`config.mk`:
```
export PLATFORM = sky130hd
export DESIGN_NAME = pipe_latch_elastic_flat
export DESIGN_NICKNAME = d
export VERILOG_FILES = /design/src/rtl/pipe_latch_elastic_if.sv /design/src/rtl/pipe_latch_elastic.sv /design/src/flat_wrapper.sv
export SDC_FILE = /design/constraint.sdc
export NUM_CORES = 1
export LEC_CHECK = 0
export ABC_AREA = 1
export CELL_PAD_IN_SITES_DETAIL_PLACEMENT = 1
export CELL_PAD_IN_SITES_GLOBAL_PLACEMENT = 2
export CORE_UTILIZATION = 31
export CTS_CLUSTER_DIAMETER = 150
export CTS_CLUSTER_SIZE = 40
export DETAILED_ROUTE_END_ITERATION = 10
export PLACE_DENSITY = 0.79
export REMOVE_ABC_BUFFERS = 1
export SYNTH_ARGS = -nofsm -noshare
export SYNTH_HDL_FRONTEND = slang
export SYNTH_SLANG_ARGS = --single-unit
```
`constraint.sdc`:
```
create_clock -name clk -period 8 [get_ports clk]
set_input_delay 1.6 -clock clk [delete_from_list [all_inputs] [get_ports clk]]
set_output_delay 1.6 -clock clk [all_outputs]
set_load 0.02 [all_outputs]
```
`src/rtl/pipe_latch_elastic_if.sv`:
```
// Handshake and status bundle for pipe_latch_elastic.
// master drives the stage controls and payload; slave is the buffer itself.
interface pipe_latch_elastic_if #(
    parameter int WIDTH = 64,
    parameter int DEPTH = 2,
    parameter int CNT_W = 16
);
    localparam int AW = $clog2(DEPTH);

    logic [1:0]       ctr;
    logic             in_valid;
    logic             in_ready;
    logic [WIDTH-1:0] data_in;
    logic             out_valid;
    logic             out_ready;
    logic [WIDTH-1:0] data_out;
    logic [AW:0]      occupancy;
    logic [CNT_W-1:0] stall_cnt;
    logic [CNT_W-1:0] flush_cnt;
    logic             illegal_ctr;

    modport master (
        output ctr, in_valid, data_in, out_ready,
        input  in_ready, out_valid, data_out, occupancy, stall_cnt, flush_cnt, illegal_ctr
    );

    modport slave (
        input  ctr, in_valid, data_in, out_ready,
        output in_ready, out_valid, data_out, occupancy, stall_cnt, flush_cnt, illegal_ctr
    );
endinterface

```
`src/rtl/pipe_latch_elastic.sv`:
```
// Elastic pipeline stage latch: DEPTH-entry circular buffer with stall/flush
// control, sticky reserved-code flag and saturating stall/flush counters.
module pipe_latch_elastic #(
    parameter int WIDTH = 64,
    parameter int DEPTH = 2,
    parameter int CNT_W = 16,
    localparam int AW   = $clog2(DEPTH)
) (
    input logic                clk,
    input logic                rst,
    pipe_latch_elastic_if.slave bus
);
    localparam logic [AW:0] FULL = (AW+1)'(DEPTH);

    logic [WIDTH-1:0] mem [DEPTH];
    logic [AW-1:0]    wr_ptr, rd_ptr;
    logic [AW:0]      count;
    logic [CNT_W-1:0] stall_cnt, flush_cnt;
    logic             illegal_ctr;

    logic             flush, stall, push, pop, out_valid;
    logic [CNT_W:0]   flush_sum;

    // Reserved code 11 shares the flush path; only ctr[1] matters here.
    assign flush     = bus.ctr[1];
    assign stall     = (bus.ctr == 2'b01);
    assign out_valid = (count != '0);

    // in_ready ignores out_ready so no comb path runs downstream->upstream.
    assign bus.in_ready = (count != FULL) && !flush;
    assign push         = bus.in_valid && bus.in_ready;
    assign pop          = out_valid && bus.out_ready && (bus.ctr == 2'b00);

    assign flush_sum = {1'b0, flush_cnt} + (CNT_W+1)'(count);

    always_ff @(posedge clk) begin
        if (push) mem[wr_ptr] <= bus.data_in;
    end

    always_ff @(posedge clk) begin
        if (rst) begin
            wr_ptr      <= '0;
            rd_ptr      <= '0;
            count       <= '0;
            stall_cnt   <= '0;
            flush_cnt   <= '0;
            illegal_ctr <= 1'b0;
        end else begin
            if (push) wr_ptr <= wr_ptr + 1'b1;

            if (flush) begin
                // push is blocked while flushing, so wr_ptr is stable this edge
                rd_ptr    <= wr_ptr;
                count     <= '0;
                flush_cnt <= flush_sum[CNT_W] ? '1 : flush_sum[CNT_W-1:0];
            end else begin
                if (pop) rd_ptr <= rd_ptr + 1'b1;
                case ({push, pop})
                    2'b10:   count <= count + 1'b1;
                    2'b01:   count <= count - 1'b1;
                    default: count <= count;
                endcase
            end

            if (stall && out_valid && (stall_cnt != '1)) stall_cnt <= stall_cnt + 1'b1;
            if (bus.ctr == 2'b11) illegal_ctr <= 1'b1;
        end
    end

    assign bus.out_valid   = out_valid;
    assign bus.data_out    = out_valid ? mem[rd_ptr] : '0;
    assign bus.occupancy   = count;
    assign bus.stall_cnt   = stall_cnt;
    assign bus.flush_cnt   = flush_cnt;
    assign bus.illegal_ctr = illegal_ctr;
endmodule

```
`src/flat_wrapper.sv`:
```
// flat-port wrapper written by rule: the top's interface ports become plain ports
module pipe_latch_elastic_flat 
#(
    parameter int WIDTH = 64,
    parameter int DEPTH = 2,
    parameter int CNT_W = 16,
    localparam int AW   = $clog2(DEPTH)
)
  (clk, rst, bus_ctr, bus_in_valid, bus_data_in, bus_out_ready, bus_in_ready, bus_out_valid, bus_data_out, bus_occupancy, bus_stall_cnt, bus_flush_cnt, bus_illegal_ctr);
  pipe_latch_elastic_if #(.WIDTH(WIDTH), .DEPTH(DEPTH), .CNT_W(CNT_W)) bus_i ();
  input logic clk;
  input logic rst;
  input wire logic [$bits(bus_i.ctr)-1:0] bus_ctr;
  input wire logic [$bits(bus_i.in_valid)-1:0] bus_in_valid;
  input wire logic [$bits(bus_i.data_in)-1:0] bus_data_in;
  input wire logic [$bits(bus_i.out_ready)-1:0] bus_out_ready;
  output wire logic [$bits(bus_i.in_ready)-1:0] bus_in_ready;
  output wire logic [$bits(bus_i.out_valid)-1:0] bus_out_valid;
  output wire logic [$bits(bus_i.data_out)-1:0] bus_data_out;
  output wire logic [$bits(bus_i.occupancy)-1:0] bus_occupancy;
  output wire logic [$bits(bus_i.stall_cnt)-1:0] bus_stall_cnt;
  output wire logic [$bits(bus_i.flush_cnt)-1:0] bus_flush_cnt;
  output wire logic [$bits(bus_i.illegal_ctr)-1:0] bus_illegal_ctr;
  assign bus_i.ctr = bus_ctr;
  assign bus_i.in_valid = bus_in_valid;
  assign bus_i.data_in = bus_data_in;
  assign bus_i.out_ready = bus_out_ready;
  assign bus_in_ready = bus_i.in_ready;
  assign bus_out_valid = bus_i.out_valid;
  assign bus_data_out = bus_i.data_out;
  assign bus_occupancy = bus_i.occupancy;
  assign bus_stall_cnt = bus_i.stall_cnt;
  assign bus_flush_cnt = bus_i.flush_cnt;
  assign bus_illegal_ctr = bus_i.illegal_ctr;
  pipe_latch_elastic #(.WIDTH(WIDTH), .DEPTH(DEPTH), .CNT_W(CNT_W)) u_core (.clk(clk), .rst(rst), .bus(bus_i));
endmodule
```
==> run summary <==
Final wirelength -> 18.4 mm
Reg clk slew, reported paths -> 70 ps
Routed via count -> 5348
Ant. Diodes -> 0
Final net count -> 906
RR Endpoint -> u_core.mem[0][49]
Mapped Cells -> 664
GRT overflow -> 0
Setup CP Type -> primary input to output port
Fin. max-slew vios -> 0
HPWL after DPL -> 12.3 mm
Final hold violation count -> 0
Area Growth Syn to Fin -> 37.7%
Most common cell after layout, fill and taps aside -> nand2_1
Tot GR Track Use -> 16.5%
Worst Path Arrival -> 3480 ps
Clock buffer depth -> 2
Outcome -> finished clean
Hold buffers post-CTS -> 0
Synth unique cells -> 31
CP Capture Type -> output port
Initial antenna violation count -> 0
Port buffer count -> 170
CP max FO -> 18
#FFs+latches synth -> 166
Dpl cells -> 1092
Cell Pwr Density -> 201 mW/mm2
H-tree depth -> 4
Max-Cap Viols -> 0
Skew final -> 12.3 ps
Worst r2r src -> u_core.bus.occupancy[0]
Post-cts sizing count -> 0
Worst setup path end -> bus_in_ready
FMAX -> 0.197 GHz
Cell depth of the worst flop-to-flop path -> 5
Syn avg cell area -> 10.3 um2
WL/cell -> 16.3 um
Register area share after synthesis -> 67.2%
RSZ-0062 raised after global routing -> false
1st-pass router iterations -> 4
Initial drt markers -> 234
Post-Syn Area -> 0.00685 mm2
Pin count of the biggest net entering global routing -> 66
Max VDD drop -> 0.132 mV
Worst hold path class -> register to register
Period Utilization, post-route -> 63.5%
Post-layout util -> 43.4%
Setup slack, reg-to-reg -> 5140 ps
Antenna Nets Post-Route -> 0
FP Rows -> 54
# setup viols final -> 0
Vias per inst -> 4.76
Num CTS Buffers -> 17
Worst skew pair latency -> 420 ps
Drt drc -> 0
First-pass GRT wire length -> 28.6 mm
Worst Tran Pin Value -> 900 ps
Vias in the first global route -> 5622
Commonest cells after routing, fill and taps aside -> 220 x nand2_1, 170 x clkdlybuf4s50_1, 128 x edfxtp_1
Die height -> 151 um
Setup_tns -> 0 ps
Postcts setup bufs -> 0
Clk root buf -> clkbuf_16
Die width -> 151 um
Die area -> 0.0227 mm2
Lkg Pwr -> 3.32 nW
Gpl congestion -> 0.738
Max_slew headroom -> 39.9%
CTS tree -> built
YS warnings -> 0
Min cycle time layout -> 5080 ps
Clk sink count -> 166
Ratio of cells with drive above 1 in the final layout -> 5.69%
I/O pin cnt -> 171
Critical path origin -> bus_ctr[1]
Core footprint -> 0.0218 mm2
Layout Cells excl Fill -> 1124
Initial Utilization -> 31.5%
Startpoint Class -> primary input
Worst Path Required -> 6400 ps
[critical path, stage by stage]
cell and delay [ps]:
clkdlybuf4s50_1 830, a21oi_1 380, clkdlybuf4s50_1 660
[report_power, final]
group	internal, mW	leakage [nW]	switching (mW)
combinational	0.0630	1.55	0.0830
clock	0.417	0.286	0.373
sequential	0.955	1.48	0.00761
total	1.43	3.32	0.463
[per-stage QoR]
| stage | total power [mW] | area [um2] | hold slack (ps) | setup WS, ps |
|---|---|---|---|---|
| final | 1.90 | 9430 | 493 | 2920 |
| after global routing | 1.97 | 9430 | 556 | 2860 |
| after CTS | 1.93 | 9430 | 509 | 2940 |
| after detailed placement | 1.13 | 8850 | 488 | 2960 |
| after global placement | 1.12 | 8850 | 462 | 2970 |
| after floorplan | 1.04 | 6730 | 473 | 2610 |
[flip-flops by register name (all words and copies together), names as in the netlist, named ones only]
| signal | cells |
|---|---|
| u_core.mem | 128 |
| u_core.bus.flush_cnt | 16 |
| u_core.rd_ptr | 1 |
| u_core.wr_ptr | 1 |
| u_core.bus.occupancy | 2 |
| u_core.bus.illegal_ctr | 1 |
| u_core.bus.stall_cnt | 16 |
[worst min-delay path by stage]
stage | depth (start not counted) | end | start | slack [ps]
floorplan | 2 | u_core.wr_ptr | u_core.wr_ptr | 470
global route | 2 | u_core.bus.stall_cnt[4] | u_core.bus.stall_cnt[4] | 560
global placement | 2 | u_core.bus.illegal_ctr | u_core.bus.illegal_ctr | 460
CTS | 2 | u_core.bus.illegal_ctr | u_core.bus.illegal_ctr | 510
finish | 2 | u_core.bus.illegal_ctr | u_core.bus.illegal_ctr | 490
detailed placement | 2 | u_core.bus.illegal_ctr | u_core.bus.illegal_ctr | 490
[routing by layer]
| layer | vias up | GRT usage, % | wire length (um) |
|---|---|---|---|
| met4 | 0 | 5.30 | 196 |
| met2 | 150 | 29.0 | 8860 |
| met1 | 2604 | 20.4 | 8340 |
| li1 | 2579 | - | - |
| met3 | 15 | 3.03 | 971 |
| met5 | - | 0 | 0 |
[cells in the mapped netlist]
cell type    n  area share, %
dfxtp_1     38             11
nor3_1       2           0.15
ha_1         4           0.73
nand3_1     28            2.0
xor2_1       9            1.2
fa_1         1           0.29
nand4_1     10           0.91
xnor2_1      4           0.51
nand3b_1     1           0.11
nor3b_1      1           0.11
nor2_2       1          0.091
nor2_4       1           0.16
a21oi_1     90            6.6
o21ai_0      6           0.44
nor3_4       1           0.24
mux2i_1      1           0.15
a211oi_1     1           0.11
inv_2        2           0.11
or2_2        1          0.091
nor2_1      42            2.3
buf_6        1           0.16
o211ai_1     2           0.22
buf_2        4           0.29
clkbuf_1    15           0.82
nand2_1    220             12
o21ai_1      1          0.073
inv_1       40            2.2
buf_4        1           0.11
nand4_2      1           0.18
buf_1        7           0.38
edfxtp_1   128             56
[area by class of cell]
class                           instances  area, um2
Fill cell                            2397      12300
Multi-Input combinational cell        428       1990
Clock inverter                         15        159
Tap cell                              280        350
Timing Repair Buffer                  176       1750
Sequential cell                       166       4610
Clock buffer                           17        425
Inverter                               42        158
[logic make-up after synthesis]
| kind of cell | after synthesis | share of synthesized area (%) |
|---|---|---|
| AND/OR/NAND/NOR | 309 | 18.5 |
| XOR/XNOR | 13 | 1.66 |
| AO/OA/AOI/OAI | 100 | 7.42 |
| multiplexers | 1 | 0.146 |
| adder cells (fa/ha/maj) | 5 | 1.02 |
| buffers and inverters | 70 | 4.07 |
| flip-flops | 166 | 67.2 |
Note: power is estimated with default switching activity, not from simulation.
